--- src/rtl/fifo_stream_reader.sv ---
// ----------------------------------------------------------------------------
// fifo_stream_reader
//
// Drains a show-ahead FIFO into a valid/ready downstream interface through a
// two-entry ordered buffer (head + skid). The FIFO pop decision depends only on
// registered occupancy, so there is no combinational path from out_ready to
// fifo_rdEn, and a full one-entry-per-cycle stream is still sustained.
//
// Ports
//   clk            : single clock, all state updates on the rising edge
//   reset          : asynchronous, active-low reset
//   fifo_read_data : FIFO head entry, valid whenever fifo_empty = 0
//   fifo_empty     : FIFO holds no entries
//   fifo_rdEn      : pop the FIFO head at this rising edge
//   flush          : synchronous discard of all buffered entries
//   out_data       : downstream data (head entry), registered
//   out_valid      : out_data holds a valid entry, registered
//   out_ready      : downstream accepts out_data this cycle
//   beat_count     : number of accepted downstream transfers (wraps)
// ----------------------------------------------------------------------------
module fifo_stream_reader #(
    parameter int DATA_WIDTH  = 32,
    parameter int COUNT_WIDTH = 16
) (
    input  logic                   clk,
    input  logic                   reset,
    input  logic [DATA_WIDTH-1:0]  fifo_read_data,
    input  logic                   fifo_empty,
    output logic                   fifo_rdEn,
    input  logic                   flush,
    output logic [DATA_WIDTH-1:0]  out_data,
    output logic                   out_valid,
    input  logic                   out_ready,
    output logic [COUNT_WIDTH-1:0] beat_count
);

    // Buffer occupancy: number of entries held in head/skid.
    typedef enum logic [1:0] {
        S_EMPTY = 2'd0,
        S_ONE   = 2'd1,
        S_TWO   = 2'd2
    } occ_t;

    occ_t                   r_occ;
    logic [DATA_WIDTH-1:0]  r_head;
    logic [DATA_WIDTH-1:0]  r_skid;
    logic                   r_valid;
    logic [COUNT_WIDTH-1:0] r_beat;

    logic w_pop;
    logic w_xfer;

    // Gating with reset keeps the pop strobe low while reset is held, without
    // waiting for a clock edge.
    assign w_pop  = reset & ~fifo_empty & ~flush & (r_occ != S_TWO);
    // A flush cycle discards the head, so it never counts as a transfer.
    assign w_xfer = r_valid & out_ready & ~flush;

    always_ff @(posedge clk or negedge reset) begin
        if (!reset) begin
            r_occ   <= S_EMPTY;
            r_head  <= '0;
            r_skid  <= '0;
            r_valid <= 1'b0;
            r_beat  <= '0;
        end else begin
            if (w_xfer) begin
                r_beat <= r_beat + COUNT_WIDTH'(1);
            end

            if (flush) begin
                r_occ   <= S_EMPTY;
                r_valid <= 1'b0;
            end else begin
                case (r_occ)
                    S_EMPTY: begin
                        if (w_pop) begin
                            r_head  <= fifo_read_data;
                            r_occ   <= S_ONE;
                            r_valid <= 1'b1;
                        end
                    end
                    S_ONE: begin
                        if (w_pop && w_xfer) begin
                            // Head leaves and the new entry replaces it directly.
                            r_head <= fifo_read_data;
                        end else if (w_pop) begin
                            r_skid <= fifo_read_data;
                            r_occ  <= S_TWO;
                        end else if (w_xfer) begin
                            r_occ   <= S_EMPTY;
                            r_valid <= 1'b0;
                        end
                    end
                    S_TWO: begin
                        // No pop is possible here; only a transfer moves skid up.
                        if (w_xfer) begin
                            r_head <= r_skid;
                            r_occ  <= S_ONE;
                        end
                    end
                    default: begin
                        r_occ   <= S_EMPTY;
                        r_valid <= 1'b0;
                    end
                endcase
            end
        end
    end

    assign fifo_rdEn  = w_pop;
    assign out_data   = r_head;
    assign out_valid  = r_valid;
    assign beat_count = r_beat;

endmodule

--- config.mk ---
export PLATFORM = sky130hd
export DESIGN_NAME = fifo_stream_reader
export DESIGN_NICKNAME = d
export VERILOG_FILES = /design/src/rtl/fifo_stream_reader.sv
export SDC_FILE = /design/constraint.sdc
export NUM_CORES = 1
export LEC_CHECK = 0
export BUFFER_PORTS_ARGS = -buffer_cell sky130_fd_sc_hd__buf_4
export CAP_MARGIN = 20
export CORE_ASPECT_RATIO = 2
export CORE_MARGIN = 2
export CORE_UTILIZATION = 30
export CTS_CLUSTER_SIZE = 10
export DETAILED_ROUTE_END_ITERATION = 6
export PLACE_DENSITY = 0.46
export SLEW_MARGIN = 10
export SYNTH_ARGS = -nofsm -noshare
export SYNTH_HDL_FRONTEND = slang
export SYNTH_SLANG_ARGS = --single-unit
--- constraint.sdc ---
create_clock -name clk -period 2.1 [get_ports clk]
set_clock_uncertainty 0.05 [all_clocks]
set_input_delay 0.42 -clock clk [delete_from_list [all_inputs] [get_ports clk]]
set_output_delay 0.42 -clock clk [all_outputs]
set_load 0.02 [all_outputs]
# After elaboration in Yosys (flattened, before gate mapping)
# Cells that the tools add are included.
# word_totals
reg_bits	83
# classes
n_reduce_logical	7
bitwise	8
n_eq_ne	13
n_addsub	1
mux	17
# op_table
op	n
$mux 32	3
$pmux 32 s3	1
$add 16x1->16 const B	1
$ne 3x3->1 const B	5
$mux 2	6
$ne 2x2->1 const B	5
$reduce_and 5->1	2
$reduce_and 4->1	2
$pmux 2 s3	1
$and 1x1->1	5
$mux 1	5
$ne 4x4->1 const B	1
$not 1->1	3
$pmux 1 s3	1
$reduce_bool 3->1	1
$eq 2x1->1 const B	1
$eq 2x2->1 const B	1
$logic_not 2->1	1
$logic_and 1x1->1	1

# Depth between registers and ports, before layout
# depth
word_depth	8
mapped_depth	6
mapped_depth_nobuf	4

# Worst setup path after synthesis
# OpenSTA, ideal clock, no wires.
# synth_path
path_type	register to output
start	register r_occ[1]
end	output fifo_rdEn
stages_incl_launch_ff	5
t_arrival_ps	1400
path_slack_ps	230
path_cell_list	dfrtp_1 > and2b_1 > buf_6 > buf_4 > nor3_1
# synth_via
elab_chain_cells	2
# synth_rtl
item	line	source
start, declared	44	occ_t r_occ;
start signal, assigned	61	r_occ <= S_EMPTY;
start signal, assigned	72	r_occ <= S_EMPTY;
start signal, assigned	79	r_occ <= S_ONE;
$ne 2x2->1	55	assign w_pop = reset & ~fifo_empty & ~flush & (r_occ != S_TWO);
$and 1x1->1	55	
end, declared	29	output logic fifo_rdEn,
# Every way passes these cells.

# Final worst setup path
# Ends and elaborated chain as after synthesis.

==> results.sh <==
export IMPL_swShare_pct=28.5
export IMPL_net_switching_power_uw=1390
export IMPL_synthCells=253
export IMPL_critical_path_max_stage_delay_ns=0.45
export IMPL_power_leakage_uw=0.00229
export IMPL_insertion_delay_ns=0.33
export IMPL_post_dp_hpwl_um=5810
export IMPL_crit_chain="and2b_2 > buf_6 > nor3_2 > buf_4"
export IMPL_required_ns=1.63
export IMPL_drv_slew=0
export IMPL_clk_pin_slew_ns=0.06
export IMPL_drive_above_1_share_pct=60.2
export IMPL_htreeDepth=3
export IMPL_critPathKind="reg -> out"
export IMPL_hold_depth=2
export IMPL_start_util_pct=30.6
export IMPL_synth_top_cell_area_share_pct=54.4
export IMPL_routed_wl_um=8350
export IMPL_antennaDiodeCount=0
export IMPL_arrival_ns=1.56
export IMPL_wire_per_inst_um=16.6
export IMPL_drtPass1Iterations=2
export IMPL_synth_most_common_cell="dfrtp_1"
export IMPL_die_area_mm2=0.0137
export IMPL_pwr_share_clk_pct=29.9
export IMPL_rsz0062_at_grt="no"
export IMPL_crit_family="flip-flops"
export IMPL_synthFlopType="dfrtp_1"
export IMPL_final_hold_viol_count=0
export IMPL_combPwrFrac_pct=25.0
export IMPL_via_count=2322
export IMPL_reg2reg_depth=4
export IMPL_antenna_left=0
export IMPL_worstHoldStart="fifo_read_data[31]"
export IMPL_power_total_uw=4870
export IMPL_grt_max_degree=73
export IMPL_synth_avg_cell_area_um2=15.1
export IMPL_p_seq_share_pct=45.1
export IMPL_cts_sink_count=83
export IMPL_ys_types=30
export IMPL_grt_pass1_vias=2498
export IMPL_synth_seq_area_share_pct=54.4
export IMPL_port_buffers=86
export IMPL_root_buffer="clkbuf_16"
export IMPL_r2r_end="out_data[23]"
export IMPL_syn_cell_area_mm2=0.00382
export IMPL_grt_pass1_wl_um=13500
export IMPL_antenna_found_initial=0
export IMPL_cts_buffers=9
export IMPL_min_path_type="in -> reg"
export IMPL_grtUsageTotal_pct=12.7
export IMPL_multi_input_area_mm2=0.00164
export IMPL_fin_setup_tns_ns=0
export IMPL_drt_first_iter_violations=46
export IMPL_core_region_area_mm2=0.0125
export IMPL_synth_edff_count=0
export IMPL_synth_top_cells_by_area="dfrtp_1, mux2_2, mux2_4"
export IMPL_cp_startpoint="r_occ[1]"
export IMPL_finalCriticalPeriod_ns=2.03
export IMPL_yosys_warnings=0
export IMPL_fin_util_pct=39.6
export IMPL_powerDensity_mw_per_mm2=986
export IMPL_peakVddDrop_v=0.000448
export IMPL_drc=0
export IMPL_clockBufferDepth=2
export IMPL_synth_ff_latch_count=83
export IMPL_place_gp_congestion=0.694
export IMPL_max_cap_violations=0
export IMPL_reg2reg_slack_ns=0.31
export IMPL_overflow=0
export IMPL_cp_end_kind="output pin"
export IMPL_synthArstFlopShare_pct=100
export IMPL_synth_common_cells="dfrtp_1, mux2_2, mux2_4"
export IMPL_path_buf_inv=2
export IMPL_tightestPinTransition_ns=0.953
export IMPL_die_x_um=83.8
export IMPL_rr_startpoint="r_occ[0]"
export IMPL_synth_nets=291
export IMPL_final_setup_viol_count=0
export IMPL_finalCritPeriodShare_pct=96.8
export IMPL_fillers=1220
export IMPL_cts_tree="done"
export IMPL_die_h_um=164
export IMPL_io_pins=87
export IMPL_startpoint_type="flip-flop"
export IMPL_seqCellArea_mm2=0.00208
export IMPL_max_slew_margin_pct=36.5
export IMPL_postCtsSetupBuffers=0
export IMPL_fin_nets=388
export IMPL_rows=58
export IMPL_synth_top_cell_by_area="dfrtp_1"
export IMPL_cp_slowest_cell="dfrtp_2"
export IMPL_path_max_fanout=17
export IMPL_worstHoldEndpoint="r_skid[31]"
export IMPL_post_drt_via_cell_ratio=4.61
export IMPL_syn_to_final_growth_pct=29.6
export IMPL_intPower_uw=3490
export IMPL_fmax_ghz=0.492
export IMPL_status="completed"
[timing repair]
item / 4_1_cts / 5_1_grt
hold buffers: 1 / 0
endpoints found under the hold margin: 11 / 0
resized for setup: 3 / 0
endpoints found under the setup margin: 1 / 0
[flip-flops by register name (all words and copies together), names as in the netlist]
name,count
out_valid,1
beat_count,16
r_occ,2
r_skid,32
out_data,32
[cell families after synthesis]
logic type / share of synthesized area, %
XOR/XNOR: 3.44
AO/OA/AOI/OAI: 1.64
multiplexers: 31.7
flip-flops: 54.4
AND/OR/NAND/NOR: 5.83
buffers and inverters: 2.69
adder cells (fa/ha/maj): 0.328
[power by group through the flow]
stage          Combinational [µW]  Sequential [µW]  Clock [µW]
2_1_floorplan                 519             2410           0
3_3_place_gp                 1220             2220           0
3_5_place_dp                 1240             2230           0
4_1_cts                      1250             2200        1510
5_1_grt                      1310             2250        1590
6_report                     1220             2200        1460
[per-stage QoR]
| step | area [µm²] | hold slack [ns] | instances | setup WS, ns |
|---|---|---|---|---|
| 5_1_grt | 4950 | 0.261 | 504 | 0.00236 |
| 2_1_floorplan | 3820 | 0.0744 | 253 | 0.230 |
| 3_3_place_gp | 4660 | 0.328 | 488 | 0.250 |
| 6_report | 4950 | 0.262 | 504 | 0.0680 |
| 3_5_place_dp | 4660 | 0.334 | 488 | 0.241 |
| 4_1_cts | 4950 | 0.250 | 504 | 0.0279 |
[cell usage in the layout (no fill, tap or decap), types with 2 or more instances in the layout]
cell type	instances
inv_1	2
mux2_1	5
nor3b_2	2
a21oi_1	3
mux2_4	28
dfrtp_1	82
xor2_1	5
buf_12	2
nand3b_1	2
nor2_1	4
nand2_1	8
xnor2_1	10
clkinv_2	3
buf_4	93
clkinvlp_4	2
nand4_1	5
nor3_1	3
mux2_2	65
clkbuf_16	9
nand3_1	4
[worst max path at each step]
stage,to,slack (ns),cells after the start
after floorplan,fifo_rdEn,0.23,4
after global placement,r_skid[26],0.25,5
after detailed placement,r_skid[28],0.24,5
after CTS,fifo_rdEn,0.03,4
after global routing,fifo_rdEn,0.002,4
final,fifo_rdEn,0.07,4
[final cells by class]
| type | count | share of cell area [%] |
|---|---|---|
| Clock inverter | 5 | 0.607 |
| Multi-Input combinational cell | 157 | 33.2 |
| Inverter | 2 | 0.152 |
| Tap cell | 150 | 3.79 |
| Timing Repair Buffer | 97 | 15.4 |
| Clock buffer | 10 | 4.83 |
| Sequential cell | 83 | 42.0 |
[per-layer routing]
| layer | GRT usage [%] | part of all wire (%) | vias up |
|---|---|---|---|
| li1 | - | - | 1089 |
| met3 | 3.08 | 3.7 | 5 |
| met5 | 0 | 0 | - |
| met4 | 4.40 | 1.2 | 0 |
| met1 | 15.0 | 41 | 1182 |
| met2 | 22.3 | 54 | 46 |
[worst register-to-register path, cell delays in order (launching register included)]
cell     delay [ns]
dfrtp_1        0.41
and2b_2        0.28
buf_4          0.28
mux2_2         0.37
mux2_1         0.28
No activity file was read; power rests on OpenSTA's default activity.
